===== src/rtl/sqr_rebuild.sv =====
// rtl/sqr_rebuild.sv - rebuilds a fixed-point radicand from square-root unit outputs
// Sequential shift-add squaring of root, seeded with rem, then rescaled by FBITS.
module sqr_rebuild #(
    parameter int WIDTH = 32,
    parameter int FBITS = 16
) (
    input  logic             clk,
    input  logic             rst,
    input  logic             start,
    input  logic [WIDTH-1:0] root,
    input  logic [WIDTH-1:0] rem,
    output logic             busy,
    output logic             valid,
    output logic [WIDTH-1:0] rad,
    output logic             exact,
    output logic             ovf
);

    localparam int AW = 2 * WIDTH + 1;
    localparam int CW = (WIDTH > 1) ? $clog2(WIDTH) : 1;
    localparam logic [CW-1:0] LAST = CW'(WIDTH - 1);

    typedef enum logic [1:0] {
        IDLE,
        RUN,
        FIN
    } state_t;

    state_t            state;
    state_t            state_next;
    logic [AW-1:0]     acc;
    logic [AW-1:0]     mcand;
    logic [WIDTH-1:0]  mplier;
    logic [CW-1:0]     cnt;
    logic              accept;
    logic              exact_next;
    logic              ovf_next;

    // A result sits in IDLE, so the valid cycle also accepts a new start.
    assign accept = start && (state == IDLE);

    always_ff @(posedge clk or posedge rst) begin
        if (rst) begin
            state <= IDLE;
        end else begin
            state <= state_next;
        end
    end

    always_comb begin
        state_next = state;
        busy       = 1'b0;
        case (state)
            IDLE: begin
                if (accept) state_next = RUN;
            end
            RUN: begin
                busy = 1'b1;
                if (cnt == LAST) state_next = FIN;
            end
            FIN: begin
                busy       = 1'b1;
                state_next = IDLE;
            end
            default: state_next = IDLE;
        endcase
    end

    generate
        if (FBITS == 0) begin : g_int
            assign exact_next = 1'b1;
        end else begin : g_frac
            assign exact_next = (acc[FBITS-1:0] == '0);
        end
    endgenerate

    assign ovf_next = |acc[AW-1:FBITS+WIDTH];

    always_ff @(posedge clk or posedge rst) begin
        if (rst) begin
            acc    <= '0;
            mcand  <= '0;
            mplier <= '0;
            cnt    <= '0;
            valid  <= 1'b0;
            rad    <= '0;
            exact  <= 1'b0;
            ovf    <= 1'b0;
        end else begin
            valid <= 1'b0;
            if (accept) begin
                mcand  <= AW'(root);
                mplier <= root;
                acc    <= AW'(rem);
                cnt    <= '0;
            end else if (state == RUN) begin
                if (mplier[0]) acc <= acc + mcand;
                mcand  <= mcand << 1;
                mplier <= mplier >> 1;
                cnt    <= cnt + 1'b1;
            end else if (state == FIN) begin
                rad   <= acc[FBITS+WIDTH-1:FBITS];
                exact <= exact_next;
                ovf   <= ovf_next;
                valid <= 1'b1;
            end
        end
    end

endmodule


===== config.mk =====
export PLATFORM = sky130hd
export DESIGN_NAME = sqr_rebuild
export DESIGN_NICKNAME = d
export VERILOG_FILES = /design/src/rtl/sqr_rebuild.sv
export SDC_FILE = /design/constraint.sdc
export NUM_CORES = 1
export LEC_CHECK = 0
export ABC_AREA = 1
export CAP_MARGIN = 20
export CORE_MARGIN = 8
export CORE_UTILIZATION = 45
export CTS_CLUSTER_SIZE = 16
export DETAILED_ROUTE_END_ITERATION = 7
export SETUP_SLACK_MARGIN = 0.05
export SYNTH_ARGS = -nofsm -noshare
export SYNTH_HDL_FRONTEND = slang
export SYNTH_SLANG_ARGS = --single-unit

===== constraint.sdc =====
create_clock -name clk -period 7.2 [get_ports clk]
set_input_delay 1.08 -clock clk [delete_from_list [all_inputs] [get_ports clk]]
set_output_delay 1.08 -clock clk [all_outputs]
set_load 0.01 [all_outputs]

# Word level (Yosys, flattened, before mapping)

Cells that the tools add are included.

Register bits: 204
Input bits: 67
Word-level logic and storage cells: 44

$add $sub $neg: 2
Eq/ne operators: 5
Mux-type cells: 16
Bitwise gates (word level): 2
Reductions and logical operators: 10

Operator list:

| cell                  | number |
|---|---|
| $mux W65              | 5 |
| $add A65 B65 Y65      | 1 |
| $mux W32              | 2 |
| $reduce_or A17 Y1     | 1 |
| $logic_not A16 Y1     | 1 |
| $mux W5               | 2 |
| $add A5 B1 Y5 const B | 1 |
| $eq A5 B5 Y1 const B  | 1 |
| $mux W1               | 4 |
| $mux W2               | 2 |
| $ne A2 B2 Y1 const B  | 2 |
| $pmux W2 S2           | 1 |
| $reduce_and A2 Y1     | 2 |
| $reduce_bool A2 Y1    | 2 |
| $reduce_and A3 Y1     | 1 |
| $eq A2 B1 Y1 const B  | 1 |
| $eq A2 B2 Y1 const B  | 1 |
| $logic_not A2 Y1      | 1 |
| $not A1 Y1            | 2 |
| $reduce_or A2 Y1      | 1 |
| $logic_and A1 B1 Y1   | 1 |

# Logic depth before layout (Yosys ltp)

Depth in word-level cells: 4
Mapped depth: 16
Gate-level depth less buffers: 16

# Worst setup path after synthesis

No wires, ideal clock.

Path kind: input to register
From: in start
To: reg acc[48]
Setup time: 0.066 ns
Data arrival time: 2.024 ns
Slack: 5.111 ns
Stages: 7
Buffers on the path: 2
Cell sequence: nand2_1 > nand2_1 > inv_2 > buf_2 > buf_1 > nand2_1 > nand2_1

Word-level cells in the longest chain between the ends: 3
Elaborated cells between the ends (all ways): 5
Classes of those cells: mux (1); reduce/logical (4)

RTL lines:

| item                         | line | source |
|---|---|---|
| from (decl)                  | 9    | `input logic start,` |
| $logic_and A1 B1 Y1 (*)      | 40   | `assign accept = start && (state == IDLE);` |
| $reduce_bool A2 Y1 (no line) | n/a  |  |
| $reduce_and A2 Y1 (no line)  | n/a  |  |
| to (signal assigned)         | 94   | `acc <= AW'(rem);` |
| to (signal assigned)         | 97   | `if (mplier[0]) acc <= acc + mcand;` |
| to (decl)                    | 31   | `logic [AW-1:0] acc;` |

Every way passes the cells marked *; elsewhere a longest branch is shown, timed or not.
A chain may end at the register's enable or synchronous reset.

# Worst setup path after layout

From: in start
To: reg acc[29]

The elaborated chain is that of the path after synthesis.

==> results.json <==
{
  "setup_viol": 0,
  "synth_top_family_by_area": "simple AND/OR/NAND/NOR gates",
  "clockPowerShare_pct": 13.4,
  "power_uw": 8840,
  "wl_per_cell_um": 16.7,
  "finalSetupTns_ns": 0,
  "grtUsageTotal_pct": 24.1,
  "firstDrtPassIters": 6,
  "irDropWorstVdd_v": 0.000387,
  "layoutNonFillerInstCount": 2730,
  "grt_pass1_vias": 13149,
  "drive_gt1_share_pct": 5.37,
  "drv_slew": 0,
  "synth_fp_nets": 2369,
  "muxShareOfSynthArea_pct": 0,
  "postCtsSetupRepairBufs": 0,
  "tightest_slew_ns": 1.03,
  "synth_fa_ha_area_share_pct": 6.29,
  "initial_core_util_pct": 45.4,
  "crit_path_end_kind": "register",
  "path_class": "input pin to register",
  "grt_start_max_net_pins": 101,
  "viasPerCell": 5.06,
  "pwr-share-comb_pct": 61.4,
  "synth_area_leader_cell": "dfrtp_1",
  "yosys.area.top_type_share_pct": 35.8,
  "dp_cells": 2689,
  "rows": 65,
  "diodes": 0,
  "final_util_pct": 52.3,
  "overflow": 0,
  "ys.flop_type": "dfrtp_1",
  "grt_pass1_wl_um": 73000,
  "antenna_found_initial": 0,
  "synth_edf_count": 0,
  "dieArea_um2": 37600,
  "ios": 103,
  "hold_viol_final": 0,
  "die_y_um": 194,
  "power.switching_uw": 4610,
  "rsz0062_at_grt": "no",
  "syn-cell-area_um2": 14300,
  "drc": 0,
  "place.gp.congestion": 0.996,
  "maxCapViolCount": 0,
  "synth-simple-area-share_pct": 35.4,
  "sequentialPowerShare_pct": 25.1,
  "r2r-start": "state[1]$_DFFE_PP0P_",
  "power_density_nw_per_um2": 538,
  "io_buffers": 102,
  "outcome": "finished clean",
  "clk_pin_slew_ns": 0.06,
  "hp-class": "register to register",
  "p_sw_share_pct": 52.2,
  "detail-route-antenna-nets": 0,
  "routed_wl_um": 45600,
  "startpoint": "start",
  "synth_xor_area_share_pct": 1.29,
  "rr_worst_depth": 10,
  "avgSynthCellArea_um2": 6.39,
  "clock_sinks": 204,
  "synth-warning-count": 0,
  "min_period_ns": 3.26,
  "relSlewSlack_pct": 31.3,
  "hold_depth": 2,
  "cts-root-buf": "clkbuf_16",
  "cts_tree": "built",
  "leakagePower_uw": 0.00898,
  "min_from": "rad[20]$_DFFE_PP0P_",
  "synth_compound_gate_area_share_pct": 10.1,
  "yosysSeqAreaShare_pct": 35.8,
  "synth-seq-cells": 204,
  "postCtsHoldBufs": 0,
  "die_width_um": 194,
  "max_freq_mhz": 307,
  "cp_data_arrival_time_ns": 3.71,
  "synth.top_cells.by_area": "dfrtp_1, nand2_1, inv_1",
  "ys_async_sr_fraction_pct": 100,
  "ys_types": 32,
  "place_hpwl_um": 35300,
  "path_max_fanout": 67,
  "syn_inst": 2231,
  "ff2ff_setup_slack_ns": 4.24,
  "nNetsFinal": 2451,
  "htree_levels": 1,
  "internal_power_uw": 4220,
  "cp-start-kind": "input pin",
  "cts-buffers-inserted": 24,
  "reg2reg_to": "acc[29]$_DFFE_PP0P_",
  "fin_crit_sh_pct": 45.3,
  "clockBufferDepth": 3,
  "vias": 13826,
  "min_to": "rad[20]$_DFFE_PP0P_",
  "critPathRequiredTime_ns": 7.65,
  "core_area_um2": 31400,
  "area_growth_pct": 15.2,
  "cts_resized": 0,
  "clk_latency_ns": 0.54,
  "finClkSkew_ns": 0.0180,
  "first_iter_violations": 1272
}
cell type report:
cell class / count / area, um2
clock buffers: 36 / 727
well taps: 402 / 503
multi-input cells: 1611 / 7570
fillers: 3265 / 15000
flip-flops and latches: 204 / 5100
clock inverters: 5 / 32.5
inverters: 358 / 1350
repair buffers: 114 / 1120
layout by cell type (no fill, tap or decap), types with 12 or more instances in the layout:
cell type          n
a21oi_1          114
dfrtp_1          204
inv_2             17
inv_1            335
xnor2_1           20
o211ai_1          18
o21ai_0          110
nand3_1           78
nor2_1           227
clkbuf_16         25
clkdlybuf4s50_1  102
nor2_2            19
nand2_2           25
nand2_1          858
ha_1              70
nor3_1            12
state kept, by name, summed over array words and instances, names as in the netlist:
name / cells
ovf: 1
acc: 65
state: 2
cnt: 5
exact: 1
mplier: 32
mcand: 65
valid: 1
rad: 32
cells in the mapped netlist, types with 2 or more instances:
master	instances
nand4_1	7
ha_1	70
o21bai_1	8
nor3_2	4
xnor2_1	20
nor3_1	12
dfrtp_1	204
inv_2	16
nor4_1	10
nor2_1	228
inv_1	337
nand3_2	8
o21ai_0	110
a22o_1	7
buf_2	16
nor2_2	18
o21ai_1	6
buf_1	5
clkinv_1	5
clkbuf_1	37
a31oi_1	3
o211ai_1	18
nand3_1	78
nand2_1	860
a21oi_1	114
nand2_2	23
nor2_4	2
power groups by stage:
stage / Clock, uW / Sequential (uW) / Combinational (uW)
floorplan: 0 / 2040 / 3880
global placement: 0 / 2210 / 5290
detailed placement: 0 / 2220 / 5380
CTS: 1220 / 2210 / 5410
global route: 1260 / 2280 / 6120
finish: 1190 / 2220 / 5430
stage by stage:
step / setup slack, ns / hold WS (ns) / area, um2
after CTS: 3.92 / 0.469 / 16400
after detailed placement: 3.40 / 0.457 / 15700
after floorplan: 0.553 / 0.434 / 14300
final: 3.94 / 0.465 / 16400
after global placement: 3.43 / 0.453 / 15600
after global routing: 3.72 / 0.484 / 16400
kinds of logic (layout without fill, tap and decap cells):
group,after synthesis,in the layout
flip-flops,204,204
AO/OA/AOI/OAI,268,268
buffers and inverters,416,513
XOR/XNOR,21,21
AND/OR/NAND/NOR,1251,1251
adder cells (fa/ha/maj),71,71
metal layers:
layer  share of wire (%)  global-route usage, %  vias up
met5                   0                      0        -
met4                 1.9                   5.18        0
met3                 7.0                   3.73       50
met2                  40                   34.3      371
met1                  52                   37.4     6375
li1                    -                      -     7030
worst max-delay path, stage by stage:
cell and delay, ns:
clkdlybuf4s50_1 0.43, nand2_2 0.06, buf_4 0.50, buf_4 0.45
nand2_1 0.16, inv_2 0.07, buf_4 0.59, a22o_1 0.23
o21bai_1 0.11
worst max-delay path by stage:
stage | to | slack, ns | depth (start not counted)
floorplan | acc[0]$_DFFE_PP0P_ | 0.55 | 1
global placement | acc[29]$_DFFE_PP0P_ | 3.43 | 9
detailed placement | acc[28]$_DFFE_PP0P_ | 3.40 | 9
CTS | acc[29]$_DFFE_PP0P_ | 3.92 | 9
global route | acc[29]$_DFFE_PP0P_ | 3.72 | 9
finish | acc[29]$_DFFE_PP0P_ | 3.94 | 9
Power figures use the tool's default switching activity.
